File: config.mk
export PLATFORM = sky130hd
export DESIGN_NAME = micro_alpha_veryl_iterative_shifter
export DESIGN_NICKNAME = d
export VERILOG_FILES = /design/src/rtl/micro_alpha_veryl_iterative_shifter.sv
export SDC_FILE = /design/constraint.sdc
export NUM_CORES = 1
export LEC_CHECK = 0
export ABC_AREA = 1
export CAP_MARGIN = 20
export CORE_MARGIN = 1
export CORE_UTILIZATION = 54
export DETAILED_ROUTE_END_ITERATION = 16
export HOLD_SLACK_MARGIN = 0.02
export MAX_ROUTING_LAYER = met4
export PLACE_DENSITY = 0.8
export SYNTH_ARGS = -nofsm -noshare
export SYNTH_HDL_FRONTEND = slang
export SYNTH_SLANG_ARGS = --single-unit
File: constraint.sdc
create_clock -name clk -period 2.59 [get_ports clk]
set_input_delay 0.518 -clock clk [delete_from_list [all_inputs] [get_ports clk]]
set_output_delay 0.518 -clock clk [all_outputs]
set_load 0.005 [all_outputs]
File: src/rtl/micro_alpha_veryl_iterative_shifter.sv
// Iterative shifter/rotator: STEP bits per cycle, valid/ready on both sides.
// Optional zero flag port enabled by defining MICRO_ALPHA_SHIFTER_ZERO_FLAG_EN.
module micro_alpha_veryl_iterative_shifter #(
  parameter int unsigned WIDTH       = 16,
  parameter int unsigned STEP        = 1,
  parameter int unsigned SHAMT_WIDTH = $clog2(WIDTH)
) (
  input  logic                   clk,
  input  logic                   rst,
  input  logic                   in_valid,
  output logic                   in_ready,
  input  logic [3:0]             operation,
  input  logic [WIDTH-1:0]       in,
  input  logic [SHAMT_WIDTH-1:0] amount,
  input  logic                   cin,
  output logic                   out_valid,
  input  logic                   out_ready,
  output logic [WIDTH-1:0]       out,
  output logic                   cout
`ifdef MICRO_ALPHA_SHIFTER_ZERO_FLAG_EN
  ,
  output logic                   zero
`endif
);

  typedef enum logic [1:0] {S_IDLE, S_BUSY, S_DONE} state_t;
  typedef enum logic [3:0] {
    OP_SLL  = 4'd0,
    OP_SRL  = 4'd1,
    OP_SLA  = 4'd2,
    OP_SRA  = 4'd3,
    OP_ROL  = 4'd4,
    OP_ROR  = 4'd5,
    OP_EXT  = 4'd6,
    OP_SWAP = 4'd7,
    OP_NOP  = 4'd8
  } op_t;

  localparam int unsigned HALF = WIDTH / 2;
  localparam logic [SHAMT_WIDTH-1:0] STEP_W = SHAMT_WIDTH'(STEP);

  state_t                 state_q, state_d;
  logic [3:0]             op_q, op_d;
  logic [WIDTH-1:0]       data_q, data_d;
  logic [SHAMT_WIDTH-1:0] rem_q, rem_d;
  logic                   cin_q, cin_d;
  logic                   carry_q, carry_d;
  logic [WIDTH-1:0]       out_q, out_d;
  logic                   cout_q, cout_d;
`ifdef MICRO_ALPHA_SHIFTER_ZERO_FLAG_EN
  logic                   zero_q, zero_d;
`endif

  logic [SHAMT_WIDTH-1:0] step_amt;
  logic [SHAMT_WIDTH-1:0] rem_next;
  logic [WIDTH-1:0]       shift_data;
  logic                   shift_carry;
  logic [WIDTH-1:0]       imm_data;
  logic                   imm_carry;
  logic                   is_shift;

  // One BUSY cycle: up to STEP single-bit moves, gated by the remaining distance.
  always_comb begin
    step_amt    = (rem_q < STEP_W) ? rem_q : STEP_W;
    rem_next    = rem_q - step_amt;
    shift_data  = data_q;
    shift_carry = carry_q;
    for (int unsigned i = 0; i < STEP; i++) begin
      if (SHAMT_WIDTH'(i) < step_amt) begin
        case (op_q)
          OP_SLL, OP_SLA: begin
            shift_carry = shift_data[WIDTH-1];
            shift_data  = {shift_data[WIDTH-2:0], cin_q};
          end
          OP_SRL: begin
            shift_carry = shift_data[0];
            shift_data  = {cin_q, shift_data[WIDTH-1:1]};
          end
          OP_SRA: begin
            shift_carry = shift_data[0];
            shift_data  = {shift_data[WIDTH-1], shift_data[WIDTH-1:1]};
          end
          OP_ROL: begin
            shift_carry = shift_data[WIDTH-1];
            shift_data  = {shift_data[WIDTH-2:0], shift_data[WIDTH-1]};
          end
          OP_ROR: begin
            shift_carry = shift_data[0];
            shift_data  = {shift_data[0], shift_data[WIDTH-1:1]};
          end
          default: ;
        endcase
      end
    end
  end

  // Results finished on the accept edge; zero-distance shifts fall into the pass-through case.
  always_comb begin
    imm_data  = in;
    imm_carry = 1'b0;
    is_shift  = (operation <= OP_ROR);
    case (operation)
      OP_EXT: begin
        imm_data  = {{HALF{in[HALF-1]}}, in[HALF-1:0]};
        imm_carry = in[HALF-1];
      end
      OP_SWAP: imm_data = {in[HALF-1:0], in[WIDTH-1:HALF]};
      default: ;
    endcase
  end

  always_comb begin
    state_d   = state_q;
    op_d      = op_q;
    data_d    = data_q;
    rem_d     = rem_q;
    cin_d     = cin_q;
    carry_d   = carry_q;
    out_d     = out_q;
    cout_d    = cout_q;
`ifdef MICRO_ALPHA_SHIFTER_ZERO_FLAG_EN
    zero_d    = zero_q;
`endif
    in_ready  = (state_q == S_IDLE);
    out_valid = (state_q == S_DONE);
    case (state_q)
      S_IDLE: begin
        if (in_valid) begin
          op_d    = operation;
          data_d  = in;
          rem_d   = amount;
          cin_d   = cin;
          carry_d = 1'b0;
          if (is_shift && (amount != '0)) begin
            state_d = S_BUSY;
          end else begin
            state_d = S_DONE;
            out_d   = imm_data;
            cout_d  = imm_carry;
`ifdef MICRO_ALPHA_SHIFTER_ZERO_FLAG_EN
            zero_d  = (imm_data == '0);
`endif
          end
        end
      end
      S_BUSY: begin
        data_d  = shift_data;
        carry_d = shift_carry;
        rem_d   = rem_next;
        if (rem_next == '0) begin
          state_d = S_DONE;
          out_d   = shift_data;
          cout_d  = shift_carry;
`ifdef MICRO_ALPHA_SHIFTER_ZERO_FLAG_EN
          zero_d  = (shift_data == '0);
`endif
        end
      end
      S_DONE: begin
        if (out_ready) state_d = S_IDLE;
      end
      default: state_d = S_IDLE;
    endcase
  end

  always_ff @(posedge clk or posedge rst) begin
    if (rst) begin
      state_q <= S_IDLE;
      op_q    <= '0;
      data_q  <= '0;
      rem_q   <= '0;
      cin_q   <= 1'b0;
      carry_q <= 1'b0;
      out_q   <= '0;
      cout_q  <= 1'b0;
`ifdef MICRO_ALPHA_SHIFTER_ZERO_FLAG_EN
      zero_q  <= 1'b0;
`endif
    end else begin
      state_q <= state_d;
      op_q    <= op_d;
      data_q  <= data_d;
      rem_q   <= rem_d;
      cin_q   <= cin_d;
      carry_q <= carry_d;
      out_q   <= out_d;
      cout_q  <= cout_d;
`ifdef MICRO_ALPHA_SHIFTER_ZERO_FLAG_EN
      zero_q  <= zero_d;
`endif
    end
  end

  assign out  = out_q;
  assign cout = cout_q;
`ifdef MICRO_ALPHA_SHIFTER_ZERO_FLAG_EN
  assign zero = zero_q;
`endif

endmodule

==> results.sh <==
export IMPL_coreArea_mm2=0.00520
export IMPL_finalSetupViolCount=0
export IMPL_power_total_uw=4290
export IMPL_h_tree_depth=2
export IMPL_setup_tns_ps=0
export IMPL_diodes=0
export IMPL_clock_sinks=45
export IMPL_fin_crit_sh=0.845
export IMPL_cts_buffers_inserted=5
export IMPL_drv_slew=0
export IMPL_clock_skew_ps=7.70
export IMPL_rsz0062_at_grt="no"
export IMPL_yosys_area_share_xor_xnor=0
export IMPL_rows=26
export IMPL_drt_total_wl_um=7890
export IMPL_drc=0
export IMPL_portBuffers=47
export IMPL_postCtsHoldBufs=0
export IMPL_syn_num_nets=460
export IMPL_syn_area_mm2=0.00297
export IMPL_start_kind="flip-flop"
export IMPL_grt_pass1_vias=2726
export IMPL_dpl_hpwl_um=5590
export IMPL_die_h_um=76.2
export IMPL_grt_antenna_before_repair=0
export IMPL_crit_fanout=4
export IMPL_slew_headroom=0.605
export IMPL_synth_seq_cells=45
export IMPL_cts_tree="built"
export IMPL_synthCells=430
export IMPL_synth_compound_area_share=0.118
export IMPL_synthTopCellsByArea="dfrtp_1, nand2_1, o211ai_1, nand3_1, nand2_2"
export IMPL_synth_top_family_by_area="simple AND/OR/NAND/NOR gates"
export IMPL_drtPass1Iterations=5
export IMPL_routedWlPerCell_um=14.5
export IMPL_dieArea_mm2=0.00581
export IMPL_yosys_area_share_simple=0.411
export IMPL_final_common_cell="nand2_1"
export IMPL_required_ps=2070
export IMPL_mostFrequentLayoutCells="nand2_1, clkdlybuf4s50_1, dfrtp_1, inv_1, nand3_1"
export IMPL_start_util=0.571
export IMPL_nNetsFinal=503
export IMPL_grt_first_pass_wirelength_um=13200
export IMPL_yosysTopAreaCellShare=0.379
export IMPL_drtIter0Drc=307
export IMPL_drive_gt1_frac=0.104
export IMPL_grt_ovfl_total=0
export IMPL_critPathKind="reg -> out"
export IMPL_routed_wl_met3_um=638
export IMPL_async_flop_share=1.00
export IMPL_outcome="complete, no violations"
export IMPL_yosys_warnings=0
export IMPL_finalHoldViolCount=0
export IMPL_via_per_inst=5.43
export IMPL_worst_pin_slew_ps=593
export IMPL_clkSlewWorstSetupHoldPaths_ps=90
export IMPL_grtUsageTotal=0.295
export IMPL_synthMuxAreaShare=0.00379
export IMPL_synth_fa_ha_area_frac=0.00421
export IMPL_max_cap_viol_count=0
export IMPL_synth_ff_type="dfrtp_1"
export IMPL_cts_resized=0
export IMPL_yosysSeqAreaShare=0.379
export IMPL_critical_path_arrival_ps=1670
export IMPL_ir_drop_mv=0.844
export IMPL_dr_wl_met2_um=3570
export IMPL_gp_congestion=0.928
export IMPL_post_cts_buffers=0
export IMPL_netlist_cell_type_count=31
export IMPL_synth_edff_count=0
export IMPL_finalCriticalPeriod_ps=2190
export IMPL_met1Wirelength_um=3530
export IMPL_cellLeakagePower_uw=0.00184
export IMPL_hold_path_class="reg -> reg"
export IMPL_synth_top_area_cell="dfrtp_1"
export IMPL_clockBufferDepth=2
export IMPL_cts_root_buf="clkbuf_8"
export IMPL_p_per_area_mw_per_mm2=1220
export IMPL_top_layer_used="met4"
export IMPL_grt_start_max_net_pins=46
export IMPL_fp_dieW_um=76.2
export IMPL_fmax_ghz=0.457
export IMPL_vias=2948
export IMPL_area_growth_pct=18.8
export IMPL_ios=48
export IMPL_syn_mean_instance_area_um2=6.92
export IMPL_cp_end_kind="output pin"
export IMPL_clock_latency_ps=300
export IMPL_ant_nets=0
## per-layer routing
metal | vias up | global-route usage
met3 | 14 | 0.0419
met2 | 138 | 0.441
met5 | - | -
li1 | 1447 | -
met1 | 1349 | 0.409
met4 | 0 | 0.110
## final timing paths
path	start	endpoint	slack, ps	depth (start not counted)
max	state_q[1]	out_valid	400	3
min	out[5]	out[5]	480	2
max reg2reg	rem_q[1]	out[6]	620	13
min reg2reg	out[5]	out[5]	480	2
max in group asynchronous	rst	data_q[0]	1520	3
min in group asynchronous	rst	out[5]	660	3
## cells by family after synthesis
family          count (synthesis)
simple gates                  277
compound gates                 58
buf+inv                        48
flops                          45
mux                             1
fa+ha+maj                       1
## power breakdown
part / switching [µW] / total [µW] / internal (µW)
Combinational: 1520 / 2480 / 957
Clock: 239 / 451 / 212
Sequential: 315 / 1360 / 1040
## flip-flops by register name, summed over array words and instances, names as in the netlist
| signal | count |
|---|---|
| state_q | 2 |
| carry_q | 1 |
| rem_q | 4 |
| data_q | 16 |
| cout | 1 |
| out | 16 |
| op_q | 4 |
| cin_q | 1 |
## synthesized netlist by cell type, types with 3 or more instances
| library cell | instances |
|---|---|
| a21oi_1 | 17 |
| buf_2 | 3 |
| buf_4 | 6 |
| clkbuf_1 | 3 |
| dfrtp_1 | 45 |
| inv_1 | 26 |
| inv_2 | 5 |
| nand2_1 | 214 |
| nand2_2 | 16 |
| nand2_4 | 5 |
| nand3_1 | 21 |
| nor2_1 | 11 |
| o211ai_1 | 15 |
| o21ai_0 | 19 |
## final cells by class
cell class,count,area (µm²)
Timing Repair Buffer,52,508
Fill cell,437,1670
Multi-Input combinational cell,337,1600
Sequential cell,45,1130
Tap cell,70,87.6
Clock buffer,7,86.3
Inverter,32,125
## per-stage QoR
stage                     instance area [µm²]  hold slack (ps)  instances  worst slack (ps)  utilization
after floorplan                          2970              449        430               574            -
after global placement                   3450              457        536               536        0.662
after detailed placement                 3450              459        536               521        0.662
after CTS                                3530              478        543               405        0.679
after global routing                     3530              498        543               329        0.679
final                                    3530              476        543               401        0.679
## worst max-delay path: stages, from the launching register on
cell and delay, ps:
dfrtp_1 530, inv_1 170, nor2_1 150, clkdlybuf4s50_1 520
Note: power is estimated with default switching activity, not from simulation.
